[config.mk]
export PLATFORM = sky130hd
export DESIGN_NAME = nic_host_sequencer
export DESIGN_NICKNAME = d
export VERILOG_FILES = /design/src/rtl/nic_pkg.sv /design/src/rtl/nic_host_sequencer.sv
export SDC_FILE = /design/constraint.sdc
export NUM_CORES = 1
export LEC_CHECK = 0
export CELL_PAD_IN_SITES_DETAIL_PLACEMENT = 1
export CELL_PAD_IN_SITES_GLOBAL_PLACEMENT = 1
export CORE_MARGIN = 1
export CORE_UTILIZATION = 26
export CTS_BUF_LIST = sky130_fd_sc_hd__clkbuf_4 sky130_fd_sc_hd__clkbuf_8
export CTS_CLUSTER_DIAMETER = 150
export DETAILED_ROUTE_END_ITERATION = 10
export PLACE_DENSITY_LB_ADDON = 0.1
export SYNTH_ARGS = -nofsm -noshare
export SYNTH_HDL_FRONTEND = slang
export SYNTH_SLANG_ARGS = --single-unit
[constraint.sdc]
create_clock -name clk -period 1.8 [get_ports clk]
set_input_delay 0.36 -clock clk [delete_from_list [all_inputs] [get_ports clk]]
set_output_delay 0.36 -clock clk [all_outputs]
set_load 0.01 [all_outputs]
[src/rtl/nic_pkg.sv]
// Shared NIC definitions: processor-port addresses, status bit position and
// the host sequencer's state and arbitration types.
package nic_pkg;

  localparam logic [1:0] ADDR_IN_BUF   = 2'b00;
  localparam logic [1:0] ADDR_IN_STAT  = 2'b01;
  localparam logic [1:0] ADDR_OUT_BUF  = 2'b10;
  localparam logic [1:0] ADDR_OUT_STAT = 2'b11;

  localparam int STAT_BIT = 63;

  typedef enum logic [2:0] {
    IDLE,
    RX_STAT,
    RX_STAT_CAP,
    RX_READ,
    RX_READ_CAP,
    TX_STAT,
    TX_STAT_CAP,
    TX_WRITE
  } seq_state_t;

  typedef enum logic {
    SERVED_RX = 1'b0,
    SERVED_TX = 1'b1
  } served_t;

endpackage

[src/rtl/nic_host_sequencer.sv]
// Sequences the NIC processor port for one TX and one RX stream: status poll
// before every access, round-robin sharing, and capture one cycle after each read.
module nic_host_sequencer
  import nic_pkg::*;
#(
  parameter int CNT_W = 16
) (
  input  logic             clk,
  input  logic             reset,
  input  logic             tx_valid,
  output logic             tx_ready,
  input  logic [63:0]      tx_data,
  output logic             rx_valid,
  input  logic             rx_ready,
  output logic [63:0]      rx_data,
  output logic [1:0]       nic_addr,
  output logic [63:0]      nic_d_in,
  output logic             nic_en,
  output logic             nic_wr_en,
  input  logic [63:0]      nic_d_out,
  output logic [CNT_W-1:0] tx_cnt,
  output logic [CNT_W-1:0] rx_cnt
);

  seq_state_t  state_q, state_d;
  served_t     last_served_q, last_served_d;
  logic        tx_full;
  logic [63:0] tx_hold;
  logic        rx_full;
  logic        rx_elig, tx_elig;

  assign tx_ready = !tx_full;
  assign rx_valid = rx_full;
  assign rx_elig  = !rx_full;
  assign tx_elig  = tx_full;

  always_comb begin
    state_d       = state_q;
    last_served_d = last_served_q;
    nic_en        = 1'b0;
    nic_wr_en     = 1'b0;
    nic_addr      = ADDR_IN_BUF;
    nic_d_in      = tx_hold;
    unique case (state_q)
      IDLE: begin
        // On a tie the direction not served last wins; an empty poll also counts as service.
        if (rx_elig && (!tx_elig || last_served_q == SERVED_TX)) begin
          state_d       = RX_STAT;
          last_served_d = SERVED_RX;
        end else if (tx_elig) begin
          state_d       = TX_STAT;
          last_served_d = SERVED_TX;
        end
      end
      RX_STAT: begin
        nic_en   = 1'b1;
        nic_addr = ADDR_IN_STAT;
        state_d  = RX_STAT_CAP;
      end
      RX_STAT_CAP: begin
        state_d = nic_d_out[STAT_BIT] ? RX_READ : IDLE;
      end
      RX_READ: begin
        nic_en   = 1'b1;
        nic_addr = ADDR_IN_BUF;
        state_d  = RX_READ_CAP;
      end
      RX_READ_CAP: begin
        state_d = IDLE;
      end
      TX_STAT: begin
        nic_en   = 1'b1;
        nic_addr = ADDR_OUT_STAT;
        state_d  = TX_STAT_CAP;
      end
      TX_STAT_CAP: begin
        // Nobody else fills the output buffer, so an empty status still holds at TX_WRITE.
        state_d = nic_d_out[STAT_BIT] ? IDLE : TX_WRITE;
      end
      TX_WRITE: begin
        nic_en    = 1'b1;
        nic_wr_en = 1'b1;
        nic_addr  = ADDR_OUT_BUF;
        state_d   = IDLE;
      end
      default: begin
        state_d = IDLE;
      end
    endcase
  end

  always_ff @(posedge clk) begin
    if (reset) begin
      state_q       <= IDLE;
      last_served_q <= SERVED_TX;
    end else begin
      state_q       <= state_d;
      last_served_q <= last_served_d;
    end
  end

  always_ff @(posedge clk) begin
    if (reset) begin
      tx_full <= 1'b0;
      tx_hold <= '0;
      rx_full <= 1'b0;
      rx_data <= '0;
      tx_cnt  <= '0;
      rx_cnt  <= '0;
    end else begin
      if (tx_valid && !tx_full) begin
        tx_full <= 1'b1;
        tx_hold <= tx_data;
      end else if (state_q == TX_WRITE) begin
        tx_full <= 1'b0;
        tx_cnt  <= tx_cnt + CNT_W'(1);
      end
      if (state_q == RX_READ_CAP) begin
        rx_full <= 1'b1;
        rx_data <= nic_d_out;
        rx_cnt  <= rx_cnt + CNT_W'(1);
      end else if (rx_full && rx_ready) begin
        rx_full <= 1'b0;
      end
    end
  end

endmodule
-- Word-level counts from Yosys, hierarchy flattened
Cells that the tools add are included.
- register bits: 166
- bits in latches: 0
- RAM bits: 0
- memory bits (read-only): 0
- input port bits: 132
- output and inout port bits: 166
- logic and storage cells: 47
- memories kept: 0
- add/sub/neg operators: 2
- $mul: 0
- divide/modulo/power cells: 0
- order comparisons: 0
- equal/unequal tests: 8
- shifts and indexed selects: 0
- mux-type cells: 14
- bitwise gates (word level): 1
- reductions and logical operators: 14
- operator list (operator ; number):
    $add A16 B1 Y16 const B ; 2
    $pmux W3 S7 ; 1
    $eq A3 B3 Y1 const B ; 4
    $mux W3 ; 3
    $mux W1 ; 8
    $eq A3 B2 Y1 const B ; 2
    $pmux W2 S3 ; 1
    $reduce_bool A2 Y1 ; 3
    $reduce_and A2 Y1 ; 2
    $reduce_or A4 Y1 ; 1
    $eq A3 B1 Y1 const B ; 1
    $logic_and A1 B1 Y1 ; 3
    $logic_not A3 Y1 ; 1
    $ne A3 B3 Y1 const B ; 1
    $logic_not A1 Y1 ; 2
    $mux W2 ; 1
    $reduce_or A2 Y1 ; 1
    $logic_or A1 B1 Y1 ; 1
    $not A1 Y1 ; 1

-- Longest topological paths before layout
Gate-level depths: netlist of the first run.
- depth in word-level cells: 5
- gate-level depth with buffers: 7
- gate-level depth less buffers: 5

-- Worst setup path after synthesis of the first run
OpenSTA, ideal clock, no wires.
- kind: register to register
- start: reg state_q[1]
- end: reg rx_cnt[15]
- arrival: 1.922 ns
- data required time: 1.730 ns
- setup slack: -0.192 ns
- stages on the path, launching flop included: 7
- buffers on the path: 2
- path through: dfxtp_1 buf_2 or3b_1 buf_2 or4b_4 or3_1 a21oi_1
- word-level cells in the longest chain between the ends: 1
- ends and longest elaborated chain (item ; line ; source):
    start: declaration ; nic_host_sequencer.sv:25 ; seq_state_t state_q, state_d;
    start signal: assignment ; nic_host_sequencer.sv:97 ; state_q <= state_d;
    $eq A3 B3 Y1 ; nic_host_sequencer.sv:118 ; if (state_q == RX_READ_CAP) begin
    end signal: assignment ; nic_host_sequencer.sv:121 ; rx_cnt <= rx_cnt + CNT_W'(1);
    end: declaration ; nic_host_sequencer.sv:22 ; output logic [CNT_W-1:0] rx_cnt
Every way passes these cells.
A chain may end at the register's enable or synchronous reset.

-- Worst setup path in the final report of the first run
- start: reg state_q[0]
- end: reg rx_cnt[13]
The elaborated chain is that of the path after synthesis.

==> out/results.ini, run 1 <==
[critical_path]
worstPathArrival_ns = 2.17
cp_slowest_cell = or4b_4
end_kind = flop
crit_type = flop to flop
path_max_fanout = 4
start_kind = flop
crit_chain = or3b_4, or4b_4, or3_4, a21oi_2
slowest_delay_ns = 0.51
crit_required_ns = 2.20

[floorplanning]
start_util = 0.2671
die_w_um = 155.2
boundaryPins = 298
design.die.area_sq_um = 24090
rows = 55
die_y_um = 155.2
core_sq_um = 22850

[detailed_routing]
wl_met1_um = 9135
drtIter0Drc = 215
vias = 6247
topRoutingLayerUsed = met4
wl_per_cell_um = 15.11
drc = 0
vias_per_cell = 4.449
drt_first_pass_iters = 4
drt_wl_total_um = 21220
route.met3.wl_um = 1658
postRouteAntennaNets = 0
route.met2.wl_um = 10120

[timing]
fin_setup_tns_ns = 0
hold_viol = 0
slew_violations = 0
period_minus_slack_ns = 1.768
slew_headroom = 0.5054
fmax_ghz = 0.5655
min_period_over_period = 0.9825
finClkSkew_ns = 0.02321
setup_slack_ns = 0.03152
whs_ns = 0.2073
rsz0062_at_grt = yes
tightest_slew_ns = 0.7419
setup_viol = 0

[layout]
utilization = 0.4472
syn_to_final_growth_pct = 67.40
drive_gt1_frac = 0.1127
final_nets = 1212
diodes = 0
final-instance-count-excl-fill = 1404

[run]
drv_cap = 0

[synth]
yosysTopAreaCell = dfxtp_1
syn_area_per_cell_sq_um = 7.937
yosysSeqAreaShare = 0.5445
synth_top_area_frac = 0.5445
synth_area_leaders = dfxtp_1 (54%), nand2_1 (16%), a21oi_1 (12%)
syn-cell-area_sq_um = 6103
ys.warnings.count = 0
synth_fp_nets = 903
syn_inst = 769
ys_seq_elements = 166
ys_types = 35

[grt]
grt_pass1_vias = 6168
grt_overflow = 0
grt_usage = 0.1741
antenna_found_initial = 0
grt_pass1_wl_um = 32920
grt_max_degree = 67

[placed_design]
post-dp-hpwl_um = 14970
place.port_buffers = 297
dp_slack_ns = -0.3644
dp.cells = 1372
gp_congestion = 0.7396

[clock_network]
tritoncts = done
clockBufferDepth = 2
numCtsBuffers = 17
clockRootBuffer = clkbuf_8
holdBufCountCts = 0
clk_latency_ns = 0.46
cts-htree-levels = 4
clock_sinks = 166
clk_pin_slew_worst_paths_ns = 0.11

[min_path]
hold_path.class = input port to flop

[power_and_ir_drop]
ir_worst_vdd_v = 0.0004378
cellLeakagePower_uw = 0.004079
power_density_nw_per_um2 = 822.9

[run_status]
outcome = finished, final reports clean

==> cells in the final DEF (no fill, tap or decap), types with 5 or more instances in the layout <==
cell type	instances
a21oi_1	143
buf_12	6
buf_4	44
clkbuf_8	18
clkdlybuf4s50_1	245
dfxtp_1	155
dfxtp_2	8
dlygate4sd2_1	30
dlymetal6s2s_1	18
nand2_1	267
nand3_1	13
nand4_1	6
nor2_1	28
o21ai_0	5
o31ai_1	6
or4_1	5
xnor2_1	9
xor2_1	8
==> synth_stat cells <==
library cell,n
xor2_1,8
a211oi_1,1
buf_4,1
or4b_4,1
or4_1,6
or3b_2,1
nand4_1,6
nor2b_1,4
or3_1,6
o21ai_0,6
nand3_1,14
nor2_1,28
ha_1,2
and3_1,1
nor4_1,5
a31o_2,1
clkbuf_1,40
buf_2,3
and2_1,1
or2_2,3
a21oi_1,145
mux2_2,3
o31ai_1,6
nand2b_1,4
and4_1,2
dfxtp_1,166
o21a_1,1
xnor2_1,9
a31oi_1,3
nor3b_1,1
inv_1,6
nand2_1,268
nor3_1,3
buf_1,13
or3b_1,1
==> final cells by class <==
class                           count  area, sq um
Tap cell                          313        391.6
Fill cell                        2722        12630
Sequential cell                   166         3344
Inverter                            6        22.52
Timing Repair Buffer              347         3430
Clock buffer                       19        255.2
Multi-Input combinational cell    540         2635
Clock inverter                     13        138.9
==> worst max-delay path: cells and delay by family (launching register included) <==
family | cells | cell delay [ns]
and+or+nand+nor | 3 | 1.25
DFF | 1 | 0.37
AOI/OAI and AO/OA | 1 | 0.11
==> routing by layer <==
layer	up-vias	GRT usage
met1	2917	0.2062
met2	176	0.2915
li1	3138	-
met4	0	0.05509
met3	16	0.06462
met5	-	0
==> report_power, final <==
part | internal, uW | switching (uW) | total [uW]
combinational | 880 | 775 | 1650
clock | 1200 | 1540 | 2740
sequential | 3890 | 120 | 4010
==> what timing repair did <==
| item | CTS | global route |
|---|---|---|
| setup endpoints to repair | 42 | 25 |
| resized for setup | 58 | 38 |
| buffers inserted | 0 | 0 |
| pin swaps | 0 | 3 |
==> through the flow <==
step,total power (uW),area [sq um]
after floorplan,4767,6127
after global placement,5752,9721
after detailed placement,5769,9721
after CTS,8573,10110
after global routing,8878,10220
final,8408,10220
==> worst paths after layout <==
| kind | start | endpoint | slack [ns] | cells after the start |
|---|---|---|---|---|
| min reg2reg | nic_d_in[4] | nic_d_in[4] | 0.46 | 2 |
| max reg2reg | state_q[0] | rx_cnt[13] | 0.03 | 4 |
| min | reset | rx_cnt[13] | 0.21 | 2 |
| max | state_q[0] | rx_cnt[13] | 0.03 | 4 |
==> cell families (layout without fill, tap and decap cells) <==
family,Yosys count,after routing,synth area share
AND/OR/NAND/NOR,355,355,0.2433
flip-flops,166,166,0.5445
AO/OA/AOI/OAI,163,163,0.1382
buffers and inverters,63,385,0.03997
XOR/XNOR,17,17,0.02440
multiplexers,3,3,0.005535
adder cells (fa/ha/maj),2,2,0.004099
==> state kept, by name, summed over array words and instances, names as in the netlist <==
| register | cells |
|---|---|
| rx_data | 64 |
| state_q | 3 |
| rx_cnt | 16 |
| nic_d_in | 64 |
| last_served_q | 1 |
| tx_elig | 1 |
| tx_cnt | 16 |
| rx_valid | 1 |
(Power assumes the default switching activity.)
==> run 2, diff against run 1 <==
--- a/config.mk
+++ b/config.mk
@@ -5,6 +5,7 @@
 export SDC_FILE = /design/constraint.sdc
 export NUM_CORES = 1
 export LEC_CHECK = 0
+export CAP_MARGIN = 10
 export CELL_PAD_IN_SITES_DETAIL_PLACEMENT = 1
 export CELL_PAD_IN_SITES_GLOBAL_PLACEMENT = 1
 export CORE_MARGIN = 1
==> results of run 2 <==
No change in the layout: final DEF, timing and power equal those of run 1.
==> run 3, diff against run 2 <==
--- a/config.mk
+++ b/config.mk
@@ -13,7 +13,9 @@
 export CTS_BUF_LIST = sky130_fd_sc_hd__clkbuf_4 sky130_fd_sc_hd__clkbuf_8
 export CTS_CLUSTER_DIAMETER = 150
 export DETAILED_ROUTE_END_ITERATION = 10
+export GPL_TIMING_DRIVEN = 0
 export PLACE_DENSITY_LB_ADDON = 0.1
+export SLEW_MARGIN = 20
 export SYNTH_ARGS = -nofsm -noshare
 export SYNTH_HDL_FRONTEND = slang
 export SYNTH_SLANG_ARGS = --single-unit
==> run 3 against run 2 <==
The run now ends with negative setup slack left. Worst hold slack better by 0.14 ns. Via count up 1.5%. Non-clock buffer count up 18. Total power down 1.4%. Largest cell class unchanged. Highest routed layer unchanged.
==> out/results.ini, run 3 (synthesis gave the netlist of run 1 again) <==
[run_status]
outcome = complete, but fails checks
violations = negative setup slack

[timing]
setup_viol = 2
slew_violations = 0
fmax_ghz = 0.5453
fin_setup_tns_ns = -0.05426
rsz0062_at_grt = yes
tightest_slew_ns = 0.7532
hold_viol = 0
finClkSkew_ns = 0.01296
setup_slack_ns = -0.03390
slew_headroom = 0.4979
period_minus_slack_ns = 1.834
min_period_over_period = 1.019

[clock_network]
tritoncts = done
clock_sinks = 166
numCtsBuffers = 17
clockBufferDepth = 2
clk_latency_ns = 0.46
clockRootBuffer = clkbuf_8
clk_pin_slew_worst_paths_ns = 0.10
cts-htree-levels = 4

[grt]
grt_pass1_vias = 6438
grt_usage = 0.1888
antenna_found_initial = 1
grt_max_degree = 17
grt_pass1_wl_um = 35200
grt_overflow = 0

[floorplanning]
die_y_um = 155.2
design.die.area_sq_um = 24090
die_w_um = 155.2
boundaryPins = 298
start_util = 0.2671
rows = 55
core_sq_um = 22850

[critical_path]
r2r-start = state_q[2]
path_max_fanout = 5
cpLargestDelayFamily = simple AND/OR/NAND/NOR gates
crit_type = flop to flop
cp.buffers_inverters = 0
worstPathArrival_ns = 2.22
startpoint = state_q[2]
slowest_delay_ns = 0.53
cp_slowest_cell = or4b_4
crit_chain = or3b_4, or4b_4, or3_4, a21oi_2
crit_required_ns = 2.19
start_kind = flop
end_kind = flop

[detailed_routing]
drtIter0Drc = 241
vias_per_cell = 4.457
topRoutingLayerUsed = met4
wl_met1_um = 9680
route.met2.wl_um = 10940
route.met3.wl_um = 1798
postRouteAntennaNets = 0
drt_first_pass_iters = 4
drc = 0
drt_wl_total_um = 22780
wl_per_cell_um = 16.01
vias = 6342

[power_and_ir_drop]
p_clk_frac = 0.310
internal_power_uw = 5795
cellLeakagePower_uw = 0.003864
seq_power_share = 0.485
ir_worst_vdd_v = 0.0003863
sw_frac_of_total = 0.3007
power_density_nw_per_um2 = 813.7
finalPower_uw = 8287
power_frac_comb = 0.206
power.switching_uw = 2492

[min_path]
hold_path.class = input port to flop
hp-start = reset

[placed_design]
post-dp-hpwl_um = 16850
place.port_buffers = 296
dpl-instance-area_sq_um = 9482
gp_congestion = 0.7217
dp_slack_ns = -0.8534

[layout]
final_area_sq_um = 10180
layout_commonest_cell = nand2_1
final_nets = 1230
layout_common_cells = nand2_1 (267), clkdlybuf4s50_1 (266), a21oi_1 (142)
drive_gt1_frac = 0.1181
syn_to_final_growth_pct = 66.87
utilization = 0.4458

[run]
drv_cap = 0

[run 3: cell count changes in the layout (fill, tap and decap cells not counted), sizes merged]
cell / before / now
buf: 54 / 33
dlygate4sd2: 30 / 11
clkinv: 5 / 4
bufinv: 1 / 0
dlymetal6s2s: 18 / 16
clkdlybuf4s50: 245 / 266
clkdlybuf4s15: 0 / 1
clkbuf: 19 / 56
diode: 0 / 1
clkinvlp: 0 / 3
[run 3: per-stage QoR]
| step | hold WS (ns) | instances |
|---|---|---|
| floorplan | 0.4805 | 769 |
| global placement | 0.4407 | 1378 |
| detailed placement | 0.4475 | 1378 |
| CTS | 0.3231 | 1416 |
| global route | 0.3901 | 1423 |
| finish | 0.3473 | 1423 |
[run 3: final cells by class]
| cell class | instances | area (sq um) |
|---|---|---|
| fillers | 2730 | 12660 |
| flip-flops and latches | 166 | 3369 |
| repair buffers | 315 | 3154 |
| multi-input cells | 540 | 2655 |
| well taps | 313 | 391.6 |
| clock buffers | 18 | 241.5 |
| plain buffers | 50 | 231.5 |
| clock inverters | 14 | 116.4 |
| inverters | 6 | 22.52 |
| diodes | 1 | 2.502 |
[run 3: repair_timing]
action / 4_1_cts / 5_1_grt
gates resized for setup: 81 / 48
setup buffers: 11 / 9
pin swaps: 10 / 15
hold buffers: 0 / 0
setup endpoints to repair: 169 / 115
[run 3: power by group through the flow]
| stage | Combinational [uW] | Clock, uW | Sequential [uW] |
|---|---|---|---|
| CTS | 1690 | 2670 | 4020 |
| floorplan | 589 | 0 | 4180 |
| detailed placement | 1640 | 0 | 4100 |
| global placement | 1640 | 0 | 4080 |
| finish | 1700 | 2570 | 4020 |
| global route | 1860 | 2830 | 4050 |
[run 3: path summary, 6_finish.rpt]
kind | to | slack, ns | depth (start not counted)
min reg2reg | rx_data[54] | 0.45 | 2
max | rx_cnt[15] | -0.03 | 4
max reg2reg | rx_cnt[15] | -0.03 | 4
min | tx_cnt[15] | 0.35 | 3
[run 3: routing by layer]
| metal | track usage | up-vias |
|---|---|---|
| met1 | 0.2233 | 2968 |
| met4 | 0.05836 | 0 |
| met3 | 0.06323 | 16 |
| li1 | - | 3179 |
| met5 | 0 | - |
| met2 | 0.3224 | 179 |
[run 3: worst register-to-register path, stage by stage (launching register included)]
cell and delay [ns]:
dfxtp_2 0.35, or3b_4 0.41, or4b_4 0.53, or3_4 0.35
a21oi_2 0.13
